<file path="src/rtl/fixed_to_float.sv">
// rtl/fixed_to_float.sv - 43-bit two's-complement fixed point to 16-bit float, 2-cycle latency.
// Optional macro FIX2FLT_ROUND_EN enables round-half-up on the dropped mantissa bits.
module fixed_to_float (
  input  logic        r_clk,
  input  logic        r_reset_n,
  input  logic [42:0] fixed_in,
  output logic [15:0] float_out
);

  logic        sign_c;
  logic [41:0] mag_c;
  logic [5:0]  lead_c;
  logic        found_c;
  logic [4:0]  exp_c;
  logic [9:0]  mant_c;

  logic        sign_r;
  logic [4:0]  exp_r;
  logic [9:0]  mant_r;

`ifdef FIX2FLT_ROUND_EN
  logic [10:0] sh_c;
  logic [10:0] mant_inc_c;
`endif

  always_comb begin
    sign_c = fixed_in[42];
    // Two's-complement negate of the low 42 bits equals ~(x - 1) truncated.
    mag_c  = sign_c ? 42'(~(fixed_in - 43'd1)) : fixed_in[41:0];
  end

  always_comb begin
    lead_c  = 6'd10;
    found_c = 1'b0;
    for (int k = 10; k < 42; k++) begin
      if (mag_c[k]) begin
        lead_c  = 6'(k);
        found_c = 1'b1;
      end
    end
  end

`ifdef FIX2FLT_ROUND_EN
  always_comb begin
    exp_c      = 5'(lead_c - 6'd10);
    // One extra LSB below the mantissa carries the round bit mag[i-11].
    sh_c       = 11'({mag_c, 1'b0} >> exp_c);
    mant_inc_c = {1'b0, sh_c[10:1]} + {10'd0, sh_c[0]};
    mant_c     = mant_inc_c[9:0];
    if (mant_inc_c[10]) begin
      if (exp_c == 5'd31) begin
        mant_c = 10'h3FF;
      end else begin
        exp_c  = exp_c + 5'd1;
        mant_c = 10'd0;
      end
    end
    if (!found_c) begin
      exp_c  = 5'd0;
      mant_c = 10'd0;
    end
  end
`else
  always_comb begin
    exp_c  = 5'(lead_c - 6'd10);
    mant_c = 10'(mag_c >> exp_c);
    if (!found_c) begin
      exp_c  = 5'd0;
      mant_c = 10'd0;
    end
  end
`endif

  always_ff @(posedge r_clk) begin
    if (!r_reset_n) begin
      sign_r <= 1'b0;
      exp_r  <= 5'd0;
      mant_r <= 10'd0;
    end else begin
      sign_r <= sign_c;
      exp_r  <= exp_c;
      mant_r <= mant_c;
    end
  end

  always_ff @(posedge r_clk) begin
    if (!r_reset_n) begin
      float_out <= 16'h0000;
    end else begin
      float_out <= {sign_r, exp_r, mant_r};
    end
  end

endmodule

</file>
<file path="config.mk">
export PLATFORM = sky130hd
export DESIGN_NAME = fixed_to_float
export DESIGN_NICKNAME = d
export VERILOG_FILES = /design/src/rtl/fixed_to_float.sv
export SDC_FILE = /design/constraint.sdc
export NUM_CORES = 1
export LEC_CHECK = 0
export BUFFER_PORTS_ARGS = -buffer_cell sky130_fd_sc_hd__buf_2
export CORE_UTILIZATION = 60
export DETAILED_ROUTE_END_ITERATION = 7
export GPL_TIMING_DRIVEN = 1
export MAX_ROUTING_LAYER = met4
export PLACE_DENSITY = 0.82
export SYNTH_ARGS = -nofsm -noshare
export SYNTH_HDL_FRONTEND = slang
export SYNTH_SLANG_ARGS = --single-unit
export TNS_END_PERCENT = 5
</file>
<file path="constraint.sdc">
create_clock -name r_clk -period 10.1 [get_ports r_clk]
set_input_delay 1.515 -clock r_clk [delete_from_list [all_inputs] [get_ports r_clk]]
set_output_delay 1.515 -clock r_clk [all_outputs]
set_load 0.01 [all_outputs]
</file>
* Word-level counts from Yosys, hierarchy flattened
Index checks and enable logic that the tools add are counted.
** Storage, ports and cells
- Input port bits :: 45
- Logic and storage cells :: 73
- Output and inout port bits :: 16
- Bits in registers :: 32
** Cells by class
- Mux-type cells :: 64
- Shifts and indexed selects :: 1
- Reductions and logical operators :: 1
- Bitwise operators :: 1
- Add/sub/neg operators :: 2
** Operators with widths (count)
- $mux W5 :: 30
- $mux W42 :: 1
- $not A42 Y42 :: 1
- $shr A42 B5 Y10 :: 1
- $sub A42 B1 Y42 const B :: 1
- $mux W1 :: 33
- $sub A5 B4 Y5 const B :: 1
- $reduce_and A2 Y1 :: 1

* Logic depth before layout (Yosys ltp)
Gate-level depths: netlist of the first run.
- Word-level depth :: 36
- Gate-level depth with buffers :: 22
- Mapped depth without buffers :: 17

* Worst setup path after synthesis of the first run
OpenSTA, ideal clock, no wires.
- Path type :: input port to flip-flop
- Start point :: input port fixed_in[33]
- End point :: register mant_r[9]
- Required time :: 9964 ps
- Buffers on the path :: 4
- Arrival time :: 5806 ps
- Slack :: 4158 ps
- Stages on the path :: 19
- Library setup time :: 136 ps
- Cells stage by stage :: or4_4 or4_4 or4_4 o2bb2ai_1 a31o_2 o2111ai_1 o311a_1 inv_2 buf_2 clkbuf_1 ha_1 clkbuf_1 inv_1 clkbuf_1 o21ai_0 a31oi_1 a211oi_1 nor2_1 a22oi_2
** Between the ends
- Word-level cells in the longest chain between the ends :: 14
- Elaborated cells on any way between the ends :: 24
- Classes of those cells :: add/sub: 2; shift: 1; mux: 19; bitwise: 1; reduce/logical: 1
** RTL lines
- start, declared :: RTL line 6 : input logic [42:0] fixed_in,
- $sub A42 B1 Y42 :: RTL line 29 : mag_c = sign_c ? 42'(~(fixed_in - 43'd1)) : fixed_in[41:0];
- $not A42 Y42 :: RTL line 29
- $mux W42 * :: RTL line 29
- $mux W5 (9 in series) :: RTL line 36 : if (mag_c[k]) begin
- $sub A5 B4 Y5 :: RTL line 65 : exp_c = 5'(lead_c - 6'd10);
- $shr A42 B5 Y10 :: RTL line 66 : mant_c = 10'(mag_c >> exp_c);
- end signal, assigned :: RTL line 82 : mant_r <= mant_c;
- end, declared :: RTL line 19 : logic [9:0] mant_r;
Every way passes the cells marked *; elsewhere a longest branch is shown, timed or not.
A chain may end at the register's enable or synchronous reset.

* Worst setup path in the final report of the first run
- Start point :: input port fixed_in[0]
- End point :: register mant_r[3]
** Between the ends
- Word-level cells in the longest chain between the ends :: 36
- Elaborated cells on any way between the ends :: 69
- Classes of those cells :: add/sub: 2; shift: 1; mux: 64; bitwise: 1; reduce/logical: 1
** RTL lines (RTL line)
- $sub A42 B1 Y42 :: 29
- $not A42 Y42 :: 29
- $mux W42 * :: 29
- $mux W1 :: 36
- $mux W5 / $mux W1 (equally long branches) (30 in series) :: 36
- $sub A5 B4 Y5 / $mux W1 (equally long branches) :: 65, 36
- $shr A42 B5 Y10 / $reduce_and A2 Y1 (equally long branches)
Marked as above.

==> results of run 1 <==
## worst paths after layout
check	end	from
setup reg to reg	float_out[3]	mant_r[3]
setup / recovery	mant_r[3]	fixed_in[0]
hold / removal	float_out[1]	mant_r[1]
hold reg to reg	float_out[1]	mant_r[1]
## synthesized netlist by cell type (4+ instances only)
| cell type | number | area, µm² |
|---|---|---|
| a21oi_1 | 15 | 75.07 |
| dfxtp_1 | 32 | 640.6 |
| mux4_2 | 12 | 270.3 |
| and2_1 | 27 | 168.9 |
| a21o_1 | 4 | 30.03 |
| mux2_2 | 4 | 45.04 |
| o21a_1 | 4 | 30.03 |
| nand4_1 | 12 | 75.07 |
| inv_1 | 17 | 63.81 |
| o31ai_1 | 13 | 97.59 |
| clkbuf_1 | 27 | 101.4 |
| o41ai_2 | 5 | 81.33 |
| a211oi_1 | 15 | 112.6 |
| nor3_2 | 4 | 40.04 |
| o41ai_1 | 7 | 61.31 |
| buf_2 | 17 | 85.08 |
| or4_1 | 8 | 60.06 |
| nand3_1 | 33 | 165.2 |
| o211ai_1 | 14 | 105.1 |
| o311ai_0 | 4 | 35.03 |
| xnor2_1 | 13 | 113.9 |
| or3_1 | 6 | 37.54 |
| nor3_1 | 10 | 50.05 |
| o21ai_0 | 46 | 230.2 |
| a22oi_1 | 4 | 30.03 |
| xor2_1 | 28 | 245.2 |
| a31oi_1 | 15 | 93.84 |
| a41o_1 | 4 | 40.04 |
| nand2_1 | 50 | 187.7 |
| and3_1 | 7 | 43.79 |
| nor2_1 | 44 | 165.2 |
| a311o_1 | 5 | 50.05 |
| nand2b_1 | 4 | 25.02 |
| nor4_1 | 15 | 93.84 |
| o2111ai_1 | 6 | 52.55 |
| mux2i_1 | 12 | 120.1 |
| buf_6 | 4 | 45.04 |
| o22ai_1 | 10 | 62.56 |
## sequential cells by signal, summed over array words and instances, names as in the netlist
| register | cells |
|---|---|
| float_out | 16 |
| mant_r | 10 |
| exp_r | 5 |
| sign_r | 1 |
## per-layer routing
layer,GRT usage [%],vias to the layer above
li1,-,2604
met1,53.96,2680
met2,61.70,444
met3,7.967,63
met4,12.31,0
met5,-,-
## metrics by stage
stage	utilization, %	setup WS [ps]	cell area, µm²	hold WS (ps)
floorplan	-	4158	5027	411.9
detailed placement	64.22	2595	5250	419.0
global placement	64.22	2786	5250	412.6
CTS	65.53	2870	5358	429.4
finish	65.56	2719	5360	426.0
global route	65.56	2363	5360	444.9
## cell type report
class / count / area (µm²)
tap: 105 / 131.4
fill: 750 / 2815
antenna: 1 / 2.502
clock buffer: 6 / 72.57
multi-input combinational: 551 / 4069
timing repair buffer: 65 / 337.8
clock inverter: 2 / 35.03
sequential: 32 / 640.6
inverter: 19 / 71.32
## kinds of logic after synthesis
group	count (synthesis)
adders and majority gates	2
and+or+nand+nor	259
xor gates and xnor gates	42
DFF	32
buffers and inverters	70
muxes	34
AOI/OAI and AO/OA	214
## power by group
| part | switching, mW | leakage, nW | internal (mW) |
|---|---|---|---|
| logic | 0.201 | 1.61 | 0.117 |
| clock network | 0.0427 | 0.0552 | 0.0731 |
| registers | 0.00387 | 0.266 | 0.145 |
## critical path: stages
cell and delay [ps]:
buf_2 120, inv_1 50, ha_1 170, nor3b_2 570
nand4_4 280, o41ai_2 390, xor2_1 520, nand3_1 330
a2111oi_0 480, o311a_1 210, buf_4 330, inv_2 340
ha_1 360, xor2_1 1010, o21ai_0 420, o21ai_0 250
o2111ai_1 140
## placed cells by master (no fill, tap or decap), types with 6 or more instances in the layout
master | Yosys | layout
nor4_1 | 15 | 15
and2_1 | 27 | 27
nand4_1 | 12 | 12
xnor2_1 | 13 | 13
a21oi_1 | 15 | 15
or4_1 | 8 | 8
o22ai_1 | 10 | 10
mux2i_1 | 12 | 12
a211oi_1 | 15 | 15
o41ai_1 | 7 | 7
o21ai_0 | 46 | 46
or3_1 | 6 | 6
inv_1 | 17 | 17
dfxtp_1 | 32 | 32
and3_1 | 7 | 7
mux4_2 | 12 | 12
nor3_1 | 10 | 10
nand3_1 | 33 | 33
xor2_1 | 28 | 28
buf_2 | 17 | 60
nor2_1 | 44 | 44
o2111ai_1 | 6 | 6
o31ai_1 | 13 | 13
o211ai_1 | 14 | 14
nand2_1 | 50 | 50
a31oi_1 | 15 | 15
==> key figures, run 1 <==
Floorplan
  – Core area: 0.008175 mm²
  – I/O pin count: 61
  – DIE AREA: 0.008749 mm²
  – Row count: 33
  – Die height: 93.54 µm
  – Die boundary width: 93.54 µm
  – Initial Util: 61.49%

Setup path
  – Flop-to-flop setup slack: 9550 ps
  – Worst setup SP type: input pin
  – CP Class: in -> reg
  – WP data required: 10230 ps
  – WP data arrival: 7510 ps
  – Crit. End Element: flip-flop
  – Peak fanout along the critical path: 33
  – Worst reg-to-reg path cell count: 1

Final layout
  – Share of cells above drive strength 1: 20.30%
  – Layout Cells excl Fill: 781
  – Fin nets: 721
  – Area Overhead vs Synth: 6.620%

Power and ir drop
  – Worst vdd ir: 0.07244 mV
  – Final total power: 0.5828 mW
  – Pleak: 1.931 nW
  – P per Cell Area: 108.7 mW/mm²

Route
  – DR WL/cell: 21.90 µm
  – ANT nets after route: 0
  – Met1 WL: 7057 µm
  – DR top layer: met4
  – Met2 wire len: 7658 µm
  – Via density: 7.415
  – Initial DRC Count: 703
  – Via count: 5791
  – Final WL: 17100 µm
  – TritonRoute pass-1 iters: 5
  – WL met3: 1903 µm
  – DRC viols: 0

STA
  – Final Slew Violations: 0
  – Clk_skew: 5.264 ps
  – F_max: 135.5 MHz
  – Setup violations, final: 0
  – Tmin final: 7381 ps
  – Slew @ Worst Pin: 1271 ps
  – Setup TNS: 0 ps
  – RSZ-0062 raised after global routing: false
  – Slew headroom: 15.01%
  – Period Utilization, post-route: 73.08%
  – Final hold vios: 0

Yosys
  – EDFF count, synth: 0
  – Post-Synth Simple-Gate Area: 30.04%
  – Post-synthesis adder-cell area fraction: 0.4978%
  – Synth Instances: 653
  – Synth Flop Type: dfxtp_1
  – Mean Syn Cell Area: 7.699 µm²
  – Post-synthesis xor/xnor area fraction: 7.466%
  – Syn Nets: 700
  – Synthesis Warnings: 0
  – Compound-Gate Fraction of Synth Area: 32.48%
  – Post-synthesis sequential area ratio: 12.74%
  – Synth unique cells: 97
  – Largest family of logic cells by synthesized area: compound AO/OA/AOI/OAI gates
  – Post-Syn Area: 0.005027 mm²
  – Mux share of post-synthesis cell area: 10.45%
  – Asr flop ratio synth: 0%
  – Synth Register Bits: 32

Placement
  – PortBufs: 60
  – Final GP Congestion: 1.111
  – Placed wire-length estimate: 13110 µm
  – Post-Place Cells: 772

Clocking
  – # resized after CTS: 0
  – Post-CTS setup buffer count: 0
  – # clock sinks: 32
  – CTS tree: done
  – Clock Tree Root: clkbuf_8
  – Clk_lat worst skew: 280 ps
  – H-Tree Depth: 2
  – Total CTS buffers: 5
  – CTS Buffer Depth: 2
  – Post-CTS Hold Buffers: 0
  – Clk slew on worst S/H paths: 60 ps

Run status
  – Status: finished clean

Global routing
  – Total GRT Usage: 40.46%
  – Initial antenna violation count: 1
  – Total grt overflow: 0
  – Largest net degree at the start of global routing: 59
  – Vias in the first global route: 5125
  – First-pass GRT wire length: 27020 µm

Min path
  – Hold WC Path Type: reg -> reg
  – Worst Hold Depth: 1

Flow run
  – Max Cap Violations: 0
Power figures use the tool's default switching activity.
==> run 2: changes to the inputs <==
--- a/config.mk
+++ b/config.mk
@@ -5,12 +5,13 @@
 export SDC_FILE = /design/constraint.sdc
 export NUM_CORES = 1
 export LEC_CHECK = 0
+export ABC_AREA = 1
 export BUFFER_PORTS_ARGS = -buffer_cell sky130_fd_sc_hd__buf_2
 export CORE_UTILIZATION = 60
 export DETAILED_ROUTE_END_ITERATION = 7
 export GPL_TIMING_DRIVEN = 1
 export MAX_ROUTING_LAYER = met4
-export PLACE_DENSITY = 0.82
+export PLACE_DENSITY = 0.83
 export SYNTH_ARGS = -nofsm -noshare
 export SYNTH_HDL_FRONTEND = slang
 export SYNTH_SLANG_ARGS = --single-unit
==> constraint.sdc (replaced) <==
create_clock -name r_clk -period 7.4 [get_ports r_clk]
set_input_delay 1.11 -clock r_clk [delete_from_list [all_inputs] [get_ports r_clk]]
set_output_delay 1.11 -clock r_clk [all_outputs]
set_load 0.01 [all_outputs]
==> key figures, run 2 <==
Setup path
  – Crit. End Element: flip-flop
  – CP Class: in -> reg
  – Reg-to-reg startpoint: mant_r[7]
  – Worst setup SP type: input pin
  – Worst reg-to-reg path cell count: 2
  – WP data arrival: 6120 ps
  – Flop-to-flop setup slack: 6880 ps
  – WP data required: 7580 ps
  – Peak fanout along the critical path: 36
  – Worst r2r dst: float_out[7]

STA
  – Slew @ Worst Pin: 1022 ps
  – RSZ-0062 raised after global routing: false
  – Setup TNS: 0 ps
  – Final hold vios: 0
  – Tmin final: 5936 ps
  – Final Slew Violations: 0
  – Setup violations, final: 0
  – Setup ws final: 1464 ps
  – Slew headroom: 31.79%
  – F_max: 168.5 MHz
  – Period Utilization, post-route: 80.22%
  – Clk_skew: 4.812 ps

Floorplan
  – Die height: 87.78 µm
  – Row count: 30
  – I/O pin count: 61
  – Die boundary width: 87.78 µm
  – DIE AREA: 0.007704 mm²
  – Initial Util: 63.57%
  – Core area: 0.006944 mm²

Yosys
  – Post-Syn Area: 0.004414 mm²
  – Synth Register Bits: 32
  – Share of the synthesized area in the top cell type: 24.94%
  – Synth Flop Type: dfxtp_1
  – Asr flop ratio synth: 0%
  – Mean Syn Cell Area: 5.511 µm²
  – Synthesis Warnings: 0
  – Post-synthesis sequential area ratio: 14.51%
  – Post-synth top cells: nand2_1, nand3_1, inv_1, nor2_1, dfxtp_1
  – Synth area leaders: nand3_1, nand2_1, dfxtp_1
  – Leading area contributor after synthesis: nand3_1
  – Synth Instances: 801
  – Synth unique cells: 41
  – EDFF count, synth: 0
  – Top-count cell post-synth: nand2_1
  – Syn Nets: 848

Power and ir drop
  – Sw Ratio: 48.00%
  – Pleak: 2.629 nW
  – Final total power: 0.9129 mW
  – Cell internal pwr: 0.4747 mW
  – Sw power: 0.4382 mW
  – Sequential share of power: 23.5%
  – Clock share of power: 18.2%
  – P per Cell Area: 192.5 mW/mm²
  – Worst vdd ir: 0.1418 mV
  – Gate power share: 58.3%

Global routing
  – Total GRT Usage: 36.41%
  – Largest net degree at the start of global routing: 47
  – Vias in the first global route: 4801
  – Total grt overflow: 0
  – Initial antenna violation count: 0
  – First-pass GRT wire length: 21620 µm

Clocking
  – # resized after CTS: 0
  – CTS tree: done
  – Clk slew on worst S/H paths: 70 ps
  – # clock sinks: 32
  – Clock Tree Root: clkbuf_8
  – H-Tree Depth: 2
  – CTS Buffer Depth: 2
  – Total CTS buffers: 5
  – Post-CTS setup buffer count: 0
  – Post-CTS Hold Buffers: 0
  – Clk_lat worst skew: 280 ps

Route
  – DR WL/cell: 13.99 µm
  – Met2 wire len: 5899 µm
  – DR top layer: met4
  – Via count: 5327
  – ANT nets after route: 0
  – Final WL: 13000 µm
  – WL met3: 1179 µm
  – TritonRoute pass-1 iters: 5
  – Via density: 5.734
  – Initial DRC Count: 610
  – Met1 WL: 5562 µm
  – DRC viols: 0

Final layout
  – Most flops, register: float_out
  – Largest registers: float_out (16), mant_r (10), exp_r (5)
  – Fin nets: 879
  – Max reg flops: 16
  – Area Overhead vs Synth: 7.426%
  – Ant diodes: 0
  – Share of cells above drive strength 1: 14.41%
  – Commonest non-fill, non-tap cell in the layout: nand2_1
  – Final core occ: 68.29%
  – Most frequent cells in the layout: nand2_1, nand3_1, inv_1, buf_2, nor2_1

Min path
  – Worst hold endpoint: float_out[8]
  – Worst Hold Depth: 2
  – Hold Crit Start: mant_r[8]
  – Hold WC Path Type: reg -> reg

Run status
  – Status: finished clean

Placement
  – Place WS: 1274 ps
  – Final GP Congestion: 1.084
  – PortBufs: 60
  – Placed wire-length estimate: 9999 µm

Flow run
  – Max Cap Violations: 0
run 2: worst max-delay path, stage by stage:
cell and delay [ps]:
buf_2 110, inv_1 70, ha_1 160, nand2_1 90
nor2_2 180, nand2_1 130, nor2_1 100, nand4_1 90
nor4_2 350, nand4_2 190, o31ai_4 280, o21ai_1 120
xor2_1 320, inv_1 120, nor2_1 160, nand2_1 80
inv_1 70, nand2_1 50, nand2_1 60, nand2_1 70
ha_1 280, buf_4 350, clkinv_1 840, nand3_1 400
nand3_1 120, nand3_1 140, nand2_1 60
run 2: power by group through the flow:
stage | Clock [mW] | Sequential (mW) | Combinational, mW
3_5_place_dp | 0 | 0.218 | 0.517
2_1_floorplan | 0 | 0.223 | 0.404
4_1_cts | 0.168 | 0.215 | 0.518
3_3_place_gp | 0 | 0.218 | 0.510
6_report | 0.166 | 0.214 | 0.532
5_1_grt | 0.175 | 0.218 | 0.596
run 2: layout make-up:
class | count | area [µm²]
clock inverters | 3 | 42.54
well taps | 96 | 120.1
multi-input cells | 622 | 3142
clock buffers | 5 | 68.82
inverters | 108 | 405.4
fillers | 686 | 2202
flip-flops and latches | 32 | 640.6
repair buffers | 63 | 322.8
run 2: cell families (layout without fill, tap and decap cells):
logic type / Yosys count / after routing / share of synthesized area [%]
adder cells (fa/ha/maj): 2 / 2 / 0.5668
flip-flops: 32 / 32 / 14.51
XOR/XNOR: 39 / 39 / 9.439
AND/OR/NAND/NOR: 552 / 552 / 56.55
AO/OA/AOI/OAI: 29 / 29 / 4.620
buffers and inverters: 147 / 179 / 14.31
run 2: worst max path at each step:
stage / from / end / slack (ps) / cells after the start
final: fixed_in[1] / mant_r[9] / 1460 / 27
after CTS: fixed_in[1] / mant_r[9] / 1570 / 27
after global routing: fixed_in[1] / mant_r[6] / 1000 / 29
after detailed placement: fixed_in[1] / mant_r[9] / 1270 / 27
after global placement: fixed_in[1] / mant_r[2] / 1490 / 29
after floorplan: fixed_in[1] / mant_r[1] / 2390 / 27
run 2: per-stage QoR:
step	std cells	cell area [µm²]	hold WS, ps
after floorplan	801	4414	390.5
final	929	4742	410.5
after CTS	929	4742	414.0
after global routing	929	4742	423.5
after detailed placement	921	4631	399.0
after global placement	921	4631	391.6
run 2: routing by layer:
layer	global-route usage [%]	vias to the layer above
met5	-	-
met4	13.41	0
met3	7.352	39
met2	57.72	248
met1	45.57	2428
li1	-	2612
==> run 3: changes to the inputs <==
--- a/config.mk
+++ b/config.mk
@@ -5,13 +5,13 @@
 export SDC_FILE = /design/constraint.sdc
 export NUM_CORES = 1
 export LEC_CHECK = 0
-export ABC_AREA = 1
+export ABC_AREA = 0
 export BUFFER_PORTS_ARGS = -buffer_cell sky130_fd_sc_hd__buf_2
 export CORE_UTILIZATION = 60
 export DETAILED_ROUTE_END_ITERATION = 7
 export GPL_TIMING_DRIVEN = 1
 export MAX_ROUTING_LAYER = met4
-export PLACE_DENSITY = 0.83
+export PLACE_DENSITY = 0.82
 export SYNTH_ARGS = -nofsm -noshare
 export SYNTH_HDL_FRONTEND = slang
 export SYNTH_SLANG_ARGS = --single-unit
==> constraint.sdc (replaced) <==
create_clock -name r_clk -period 6.2 [get_ports r_clk]
set_input_delay 0.93 -clock r_clk [delete_from_list [all_inputs] [get_ports r_clk]]
set_output_delay 0.93 -clock r_clk [all_outputs]
set_load 0.01 [all_outputs]
==> key figures, run 3 (synthesized netlist as in run 1, its figures left out) <==
Run status
  – Status: finished clean

STA
  – Final hold vios: 0
  – F_max: 180.5 MHz
  – Slew headroom: 45.86%
  – Tmin final: 5539 ps
  – Slew @ Worst Pin: 808.6 ps
  – Setup TNS: 0 ps
  – Final Slew Violations: 0
  – Setup ws final: 660.6 ps
  – Period Utilization, post-route: 89.34%
  – RSZ-0062 raised after global routing: false
  – Setup violations, final: 0
  – Clk_skew: 4.300 ps

Clocking
  – CTS tree: done
  – # clock sinks: 32
  – Clock Tree Root: clkbuf_8
  – Post-CTS Hold Buffers: 0
  – Post-CTS setup buffer count: 0
  – H-Tree Depth: 2
  – Total CTS buffers: 5
  – Clk slew on worst S/H paths: 70 ps
  – # resized after CTS: 0
  – Clk_lat worst skew: 280 ps
  – CTS Buffer Depth: 2

Placement
  – PortBufs: 60
  – Post-Place Cells: 785
  – Final GP Congestion: 1.030
  – Placed wire-length estimate: 13520 µm
  – Place WS: 596.6 ps

Setup path
  – Crit. End Element: flip-flop
  – WP data required: 6350 ps
  – WP data arrival: 5690 ps
  – Peak fanout along the critical path: 17
  – Worst reg-to-reg path cell count: 1
  – Cell Chain, Critical Path: buf_2 > inv_1 > ha_1 > nor3b_2 > nand4_4 > o41ai_2 > xor2_1 > nand3_1 > a2111oi_0 > o311a_1 > inv_2 > ha_1 > xnor2_2 > buf_4 > mux4_1 > or2_0 > o21ai_0 > o2111ai_1
  – Worst setup SP type: input pin
  – Critical path's slowest cell: nor3b_2
  – Largest stage delay, worst path: 670 ps
  – CP Class: in -> reg
  – Crit-path most repeated cell: ha_1

Power and ir drop
  – Worst vdd ir: 0.1410 mV
  – Pleak: 1.993 nW
  – Sw Ratio: 42.91%
  – Clock share of power: 20.2%
  – Final total power: 0.9702 mW
  – Sequential share of power: 25.1%
  – Cell internal pwr: 0.5539 mW
  – Gate power share: 54.8%
  – P per Cell Area: 177.7 mW/mm²
  – Sw power: 0.4163 mW

Global routing
  – Vias in the first global route: 5425
  – Initial antenna violation count: 0
  – Total grt overflow: 0
  – GRT met2 Usage: 65.38%
  – Met3 Use GR: 13.17%
  – Global Route met1 Usage: 53.15%
  – First-pass GRT wire length: 28300 µm
  – Gr busiest metal: met2
  – Largest net degree at the start of global routing: 58
  – Total GRT Usage: 42.54%

Route
  – TritonRoute pass-1 iters: 5
  – ANT nets after route: 0
  – Via count: 5841
  – Final WL: 17750 µm
  – Initial DRC Count: 573
  – Via density: 7.366
  – DR WL/cell: 22.38 µm
  – DRC viols: 0

Final layout
  – Fill cells: 727
  – Final core occ: 66.77%
  – Layout Cells excl Fill: 793
  – Max reg flops: 16
  – Share of cells above drive strength 1: 21.95%
  – Fin nets: 734
  – Largest registers: float_out (16), mant_r (10), exp_r (5)
  – Area Overhead vs Synth: 8.586%
  – Commonest non-fill, non-tap cell in the layout: buf_2
  – Ant diodes: 0
  – Most flops, register: float_out
  – Most frequent cells in the layout: buf_2, nand2_1, o21ai_0, nor2_1, nand3_1

Floorplan
  – I/O pin count: 61
  – Die height: 93.54 µm
  – DIE AREA: 0.008749 mm²
  – Initial Util: 61.49%
  – Row count: 33
  – Core area: 0.008175 mm²
  – Die boundary width: 93.54 µm

Min path
  – Worst Hold Depth: 1
  – Hold WC Path Type: reg -> reg

Flow run
  – Max Cap Violations: 0
run 3: metrics by stage:
step | instance area, µm² | hold slack (ps)
after floorplan | 5027 | 411.9
after global placement | 5348 | 413.3
after detailed placement | 5348 | 419.9
after CTS | 5459 | 433.6
after global routing | 5459 | 445.5
final | 5459 | 431.2
run 3: path summary, 6_finish.rpt:
| check | start | endpoint | slack, ps |
|---|---|---|---|
| max | fixed_in[0] | mant_r[3] | 660 |
| min | mant_r[9] | float_out[9] | 430 |
| min reg2reg | mant_r[9] | float_out[9] | 430 |
| max reg2reg | mant_r[2] | float_out[2] | 5620 |
run 3: area by class of cell:
cell class | instances | area [µm²] | area share, %
timing repair buffer | 78 | 435.4 | 7.976
multi-input combinational | 551 | 4069 | 74.54
tap | 105 | 131.4 | 2.407
clock inverter | 3 | 42.54 | 0.7793
clock buffer | 5 | 68.82 | 1.261
inverter | 19 | 71.32 | 1.306
sequential | 32 | 640.6 | 11.74
run 3: metal layers:
metal / vias up / wire length (µm)
li1: 2630 / -
met1: 2722 / 7022
met5: - / 0
met2: 424 / 7985
met4: 0 / 546
met3: 65 / 2197
run 3: worst max-delay path, delay by kind of cell:
kind | cells | cell delay (ps)
simple gates | 4 | 1450
buf+inv | 4 | 510
compound gates | 5 | 1380
xor+xnor | 2 | 610
fa+ha+maj | 2 | 410
mux | 1 | 370
run 3: power groups by stage:
stage / clock [mW] / sequential, mW / combinational, mW
detailed placement: 0 / 0.247 / 0.507
CTS: 0.197 / 0.244 / 0.511
finish: 0.196 / 0.243 / 0.531
floorplan: 0 / 0.252 / 0.358
global placement: 0 / 0.247 / 0.502
global route: 0.206 / 0.247 / 0.568
